File: src/rtl/jt12_wrq_pkg.sv
// Shared types and constants for the jt12 register-write queue.
package jt12_wrq_pkg;
  typedef enum logic [2:0] {IDLE, SETUP, STROBE, HOLD, GAPW, BUSYW} state_t;

  localparam int   ENTRY_W   = 10;
  localparam int   BUSY_BIT  = 7;
  localparam logic PORT_ADDR = 1'b0;
  localparam logic PORT_DATA = 1'b1;

  typedef struct packed {
    logic [1:0] addr;
    logic [7:0] din;
  } entry_t;
endpackage

File: src/rtl/jt12_wrq_fifo.sv
// Synchronous FIFO with wrap-bit pointers; pushes while full and pops while empty are ignored.
module jt12_wrq_fifo
  import jt12_wrq_pkg::*;
#(
  parameter int DEPTH = 16,
  parameter int AW    = 4
) (
  input  logic          clk,
  input  logic          rst_n,
  input  logic          push,
  input  logic          pop,
  input  entry_t        wdata,
  output entry_t        rdata,
  output logic          full,
  output logic          empty,
  output logic [AW:0]   level
);
  entry_t      mem [DEPTH];
  logic [AW:0] wptr, rptr;
  logic        do_push, do_pop;

  assign full    = (wptr[AW] != rptr[AW]) && (wptr[AW-1:0] == rptr[AW-1:0]);
  assign empty   = (wptr == rptr);
  assign level   = wptr - rptr;
  assign do_push = push && !full;
  assign do_pop  = pop && !empty;
  assign rdata   = mem[rptr[AW-1:0]];

  always_ff @(posedge clk or negedge rst_n) begin
    if (!rst_n) begin
      wptr <= '0;
      rptr <= '0;
    end else begin
      if (do_push) wptr <= wptr + 1'b1;
      if (do_pop)  rptr <= rptr + 1'b1;
    end
  end

  always_ff @(posedge clk) begin
    if (do_push) mem[wptr[AW-1:0]] <= wdata;
  end
endmodule

File: src/rtl/jt12_wrq.sv
// CPU-side write queue for jt12: buffers writes and replays them as cs_n/wr_n strobes,
// waiting out the busy flag after data writes. Optional busy timeout: JT12_WRQ_TIMEOUT_EN.
module jt12_wrq
  import jt12_wrq_pkg::*;
#(
  parameter int DEPTH     = 16,
  parameter int AW        = 4,
  parameter int WR_CYCLES = 2,
  parameter int GAP       = 2,
  parameter int BUSY_MIN  = 4,
  parameter int TIMEOUT   = 1023
) (
  input  logic          clk,
  input  logic          rst_n,
  input  logic          cpu_we,
  input  logic [1:0]    cpu_addr,
  input  logic [7:0]    cpu_din,
  output logic          cpu_full,
  output logic          cpu_empty,
  output logic [AW:0]   level,
  output logic          ovf,
  output logic          opn_cs_n,
  output logic          opn_wr_n,
  output logic [1:0]    opn_addr,
  output logic [7:0]    opn_din,
  input  logic [7:0]    opn_dout,
  output logic          timeout_flag,
  input  logic          timeout_clr
);
  // One counter serves strobe width, gap, busy settle and (optionally) the timeout.
  localparam int CW = $clog2(WR_CYCLES + GAP + BUSY_MIN + TIMEOUT + 2);

  state_t          state, state_nx;
  logic [CW-1:0]   cnt, cnt_nx;
  entry_t          head;
  logic            pop, fifo_empty, tmo_set;

  jt12_wrq_fifo #(.DEPTH(DEPTH), .AW(AW)) u_fifo (
    .clk   (clk),
    .rst_n (rst_n),
    .push  (cpu_we),
    .pop   (pop),
    .wdata ({cpu_addr, cpu_din}),
    .rdata (head),
    .full  (cpu_full),
    .empty (fifo_empty),
    .level (level)
  );

  assign cpu_empty = fifo_empty && (state == IDLE);

  always_comb begin
    state_nx = state;
    cnt_nx   = cnt;
    pop      = 1'b0;
    tmo_set  = 1'b0;
    case (state)
      IDLE: if (!fifo_empty) begin
        pop      = 1'b1;
        state_nx = SETUP;
      end
      SETUP: begin
        state_nx = STROBE;
        cnt_nx   = '0;
      end
      STROBE: if (cnt == CW'(WR_CYCLES - 1)) state_nx = HOLD;
              else cnt_nx = cnt + 1'b1;
      HOLD: begin
        cnt_nx = '0;
        if (opn_addr[0] == PORT_DATA) state_nx = BUSYW;
        else if (GAP == 0)            state_nx = IDLE;
        else                          state_nx = GAPW;
      end
      GAPW: if (cnt == CW'(GAP - 1)) state_nx = IDLE;
            else cnt_nx = cnt + 1'b1;
      BUSYW: begin
        // busy is ignored until it has had time to propagate through jt12
        if (cnt < CW'(BUSY_MIN)) cnt_nx = cnt + 1'b1;
        else if (!opn_dout[BUSY_BIT]) state_nx = IDLE;
`ifdef JT12_WRQ_TIMEOUT_EN
        else if (cnt == CW'(BUSY_MIN + TIMEOUT - 1)) begin
          state_nx = IDLE;
          tmo_set  = 1'b1;
        end else cnt_nx = cnt + 1'b1;
`endif
      end
      default: state_nx = IDLE;
    endcase
  end

  always_ff @(posedge clk or negedge rst_n) begin
    if (!rst_n) begin
      state    <= IDLE;
      cnt      <= '0;
      opn_cs_n <= 1'b1;
      opn_wr_n <= 1'b1;
      opn_addr <= '0;
      opn_din  <= '0;
      ovf      <= 1'b0;
    end else begin
      state    <= state_nx;
      cnt      <= cnt_nx;
      opn_cs_n <= !(state_nx inside {SETUP, STROBE, HOLD});
      opn_wr_n <= (state_nx != STROBE);
      if (pop) {opn_addr, opn_din} <= head;
      if (cpu_we && cpu_full) ovf <= 1'b1;
    end
  end

`ifdef JT12_WRQ_TIMEOUT_EN
  always_ff @(posedge clk or negedge rst_n) begin
    if (!rst_n)           timeout_flag <= 1'b0;
    else if (tmo_set)     timeout_flag <= 1'b1;
    else if (timeout_clr) timeout_flag <= 1'b0;
  end
  logic unused_bits;
  assign unused_bits = ^opn_dout[6:0];
`else
  assign timeout_flag = 1'b0;
  logic unused_bits;
  assign unused_bits = ^{opn_dout[6:0], timeout_clr, tmo_set};
`endif
endmodule

File: config.mk
export PLATFORM = sky130hd
export DESIGN_NAME = jt12_wrq
export DESIGN_NICKNAME = d
export VERILOG_FILES = /design/src/rtl/jt12_wrq_pkg.sv /design/src/rtl/jt12_wrq_fifo.sv /design/src/rtl/jt12_wrq.sv
export SDC_FILE = /design/constraint.sdc
export NUM_CORES = 1
export LEC_CHECK = 0
export CAP_MARGIN = 40
export CORE_UTILIZATION = 54
export DETAILED_ROUTE_END_ITERATION = 12
export GPL_TIMING_DRIVEN = 0
export MAX_ROUTING_LAYER = met4
export PLACE_DENSITY_LB_ADDON = 0.05
export SETUP_SLACK_MARGIN = 0.2
export SLEW_MARGIN = 10
export SYNTH_ARGS = -nofsm -noshare
export SYNTH_HDL_FRONTEND = slang
export SYNTH_SLANG_ARGS = --single-unit
File: constraint.sdc
create_clock -name clk -period 3.2 [get_ports clk]
set_input_delay 0.64 -clock clk [delete_from_list [all_inputs] [get_ports clk]]
set_output_delay 0.64 -clock clk [all_outputs]
set_load 0.05 [all_outputs]
==> results.json <==
{
  "yosys_warnings": 0,
  "relSlewSlack_pct": 48.2,
  "synth.net_count": 553,
  "grt_pass1_vias": 4648,
  "antenna_found_initial": 0,
  "max_freq_mhz": 343,
  "drtPass1Iterations": 4,
  "period_needed_ns": 2.92,
  "outcome": "finished, final reports clean",
  "worstMarginPinSlew_ns": 0.774,
  "p_sw_share_pct": 38.7,
  "drive_above_1_share_pct": 19.6,
  "synthTopCellsByArea": "edfxtp_1, dfrtp_1, mux4_2",
  "synth_seq_cells": 197,
  "dp.cells": 752,
  "crit_fanout": 10,
  "r2r_cells": 11,
  "io-pin-count": 43,
  "crit_path_end_kind": "primary output",
  "stdcell_count": 787,
  "power.internal_mw": 5.70,
  "routed_wl_um": 17200,
  "critPathKind": "reg -> out",
  "power_mw": 9.30,
  "tns_ns": 0,
  "fin_crit_sh_pct": 91.1,
  "grt_overflow": 0,
  "netlist_area_mm2": 0.00810,
  "die_w_um": 124,
  "async_reset_ff_share_pct": 18.8,
  "fin_worst_skew_ns": 0.00974,
  "ir_drop_uv": 671,
  "cp.required_ns": 2.56,
  "busiest_layer": "met2",
  "fin_nets": 624,
  "start_util_pct": 55.5,
  "wl_per_cell_um": 21.9,
  "cts_sinks": 197,
  "initialDrtViolationCount": 439,
  "timing.hold.ws_ns": 0.153,
  "use_met1_pct": 31.6,
  "viasPerCell": 5.88,
  "rows": 44,
  "postRouteAntennaNets": 0,
  "comb_power_share_pct": 41.4,
  "clockBufferDepth": 2,
  "avgSynthCellArea_um2": 15.6,
  "synth_top_cell_area_share_pct": 59.3,
  "die_h_um": 124,
  "clk_latency_ns": 0.43,
  "r2r_end": "u_fifo.mem[5][6]",
  "hold_viol": 0,
  "synth-main-ff-cell": "edfxtp_1",
  "numCtsBuffers": 17,
  "slew_viol_final": 0,
  "rsz0062_at_grt": "yes",
  "critPathArrivalTime_ns": 2.28,
  "synth_edf_count": 160,
  "vias": 4627,
  "r2r_start": "u_fifo.rptr[1]",
  "p_leak_nw": 3.44,
  "yosysTopAreaCell": "edfxtp_1",
  "start_kind": "flop",
  "ys_seq_area_share_pct": 70.8,
  "drc_errors": 0,
  "cts_tree": "built",
  "clkTransAtPathRegs_ns": 0.07,
  "cts_max_level": 4,
  "power.switching_mw": 3.60,
  "synth_cells": 519,
  "synth_cell_type_count": 47,
  "grt.total_usage_pct": 24.3,
  "reg2reg_slack_ns": 0.37,
  "dp_hpwl_um": 11600,
  "met2_usage_pct": 39.5,
  "use_met3_pct": 4.64,
  "setup_viol": 0,
  "p_per_area_mw_per_mm2": 978,
  "power.share.clock_pct": 22.8,
  "preCtsSetupSlack_ns": -0.438,
  "coreArea_mm2": 0.0146,
  "setup_ws_ns": 0.285,
  "antenna_cells": 0,
  "die-area_mm2": 0.0155,
  "syn_to_final_growth_pct": 17.4,
  "p_seq_share_pct": 35.7,
  "layout_commonest_cell": "edfxtp_1",
  "mostFrequentLayoutCells": "edfxtp_1, nand2_1, mux2i_1",
  "hold_buffers": 0,
  "hold_class": "in -> async",
  "finalWeightedCongestion": 0.812,
  "port_buffers": 33,
  "endpoint": "cpu_empty",
  "grt_max_degree": 22,
  "cap_violations": 0,
  "grt_pass1_wl_um": 26800,
  "worstSetupStartpoint": "u_fifo.rptr[1]",
  "clockRootBuffer": "clkbuf_16"
}
[power groups by stage]
stage          combinational, mW  sequential (mW)  clock (mW)
4_1_cts                     3.82             3.32        2.16
3_5_place_dp                3.79             3.37           0
3_3_place_gp                3.68             3.36           0
2_1_floorplan               2.38             3.60           0
6_report                    3.85             3.32        2.12
5_1_grt                     4.14             3.36        2.26
[stage by stage]
stage                     util (%)  instance area, um^2
after CTS                     64.9                 9470
after floorplan                  -                 8120
after detailed placement      60.4                 8810
after global placement        59.5                 8680
after global routing          65.1                 9500
final                         65.1                 9500
[worst max-delay path: stages, from the launching register on]
cell and delay (ns):
dfrtp_1 0.40, buf_6 0.15, buf_6 0.16, inv_2 0.08
ha_1 0.30, nand4_1 0.14, or2_4 0.28, nor2b_1 0.15
buf_6 0.18
[logic make-up (layout without fill, tap and decap cells)]
group	count (synthesis)	after routing	synth area share, %
other cells	1	1	0.0463
flops	197	197	70.8
xor+xnor	15	15	1.62
mux	63	63	10.9
buf+inv	40	124	2.21
compound gates	71	71	5.22
simple gates	120	120	7.23
fa+ha+maj	12	12	1.95
[synth_stat cells (6+ instances only)]
cell type	count
mux2i_1	41
edfxtp_1	160
dfrtp_1	35
clkbuf_1	13
o22ai_1	20
nand3_1	6
nand4_1	10
buf_2	8
inv_1	12
nor2_1	19
ha_1	11
mux4_2	20
xnor2_1	10
o21ai_1	10
nand2_1	46
nor3_1	16
a21oi_1	21
[registers in the layout, summed over array words and instances, names as in the netlist]
signal / flops
cnt: 11
ovf: 1
u_fifo.wptr: 5
opn_cs_n: 1
u_fifo.mem: 160
u_fifo.rptr: 5
opn_din: 8
state: 3
opn_wr_n: 1
opn_addr: 2
[per-layer routing]
layer | vias up | routed length [um]
li1 | 2118 | -
met1 | 2399 | 7610
met2 | 96 | 8710
met3 | 14 | 643
met4 | 0 | 231
met5 | - | 0
[worst min path at each step]
stage	to	depth (start not counted)
after detailed placement	opn_din[2]	2
after global routing	cnt[0]	1
after global placement	ovf	1
after floorplan	cnt[0]	0
final	cnt[1]	1
after CTS	cnt[1]	1
[area by class of cell]
class | instances | area, um^2
Sequential cell | 197 | 5730
Clock buffer | 18 | 439
Tap cell | 184 | 230
Inverter | 13 | 48.8
Clock inverter | 14 | 159
Fill cell | 1062 | 5090
Timing Repair Buffer | 52 | 473
Buffer | 27 | 159
Multi-Input combinational cell | 282 | 2260
[timing repair]
action | in CTS | in global routing
buffers inserted | 2 | 1
cloned | 0 | 0
gates resized for setup | 46 | 12
pin swaps | 2 | 0
endpoints found under the setup margin | 166 | 47
Note: power is estimated with default switching activity, not from simulation.
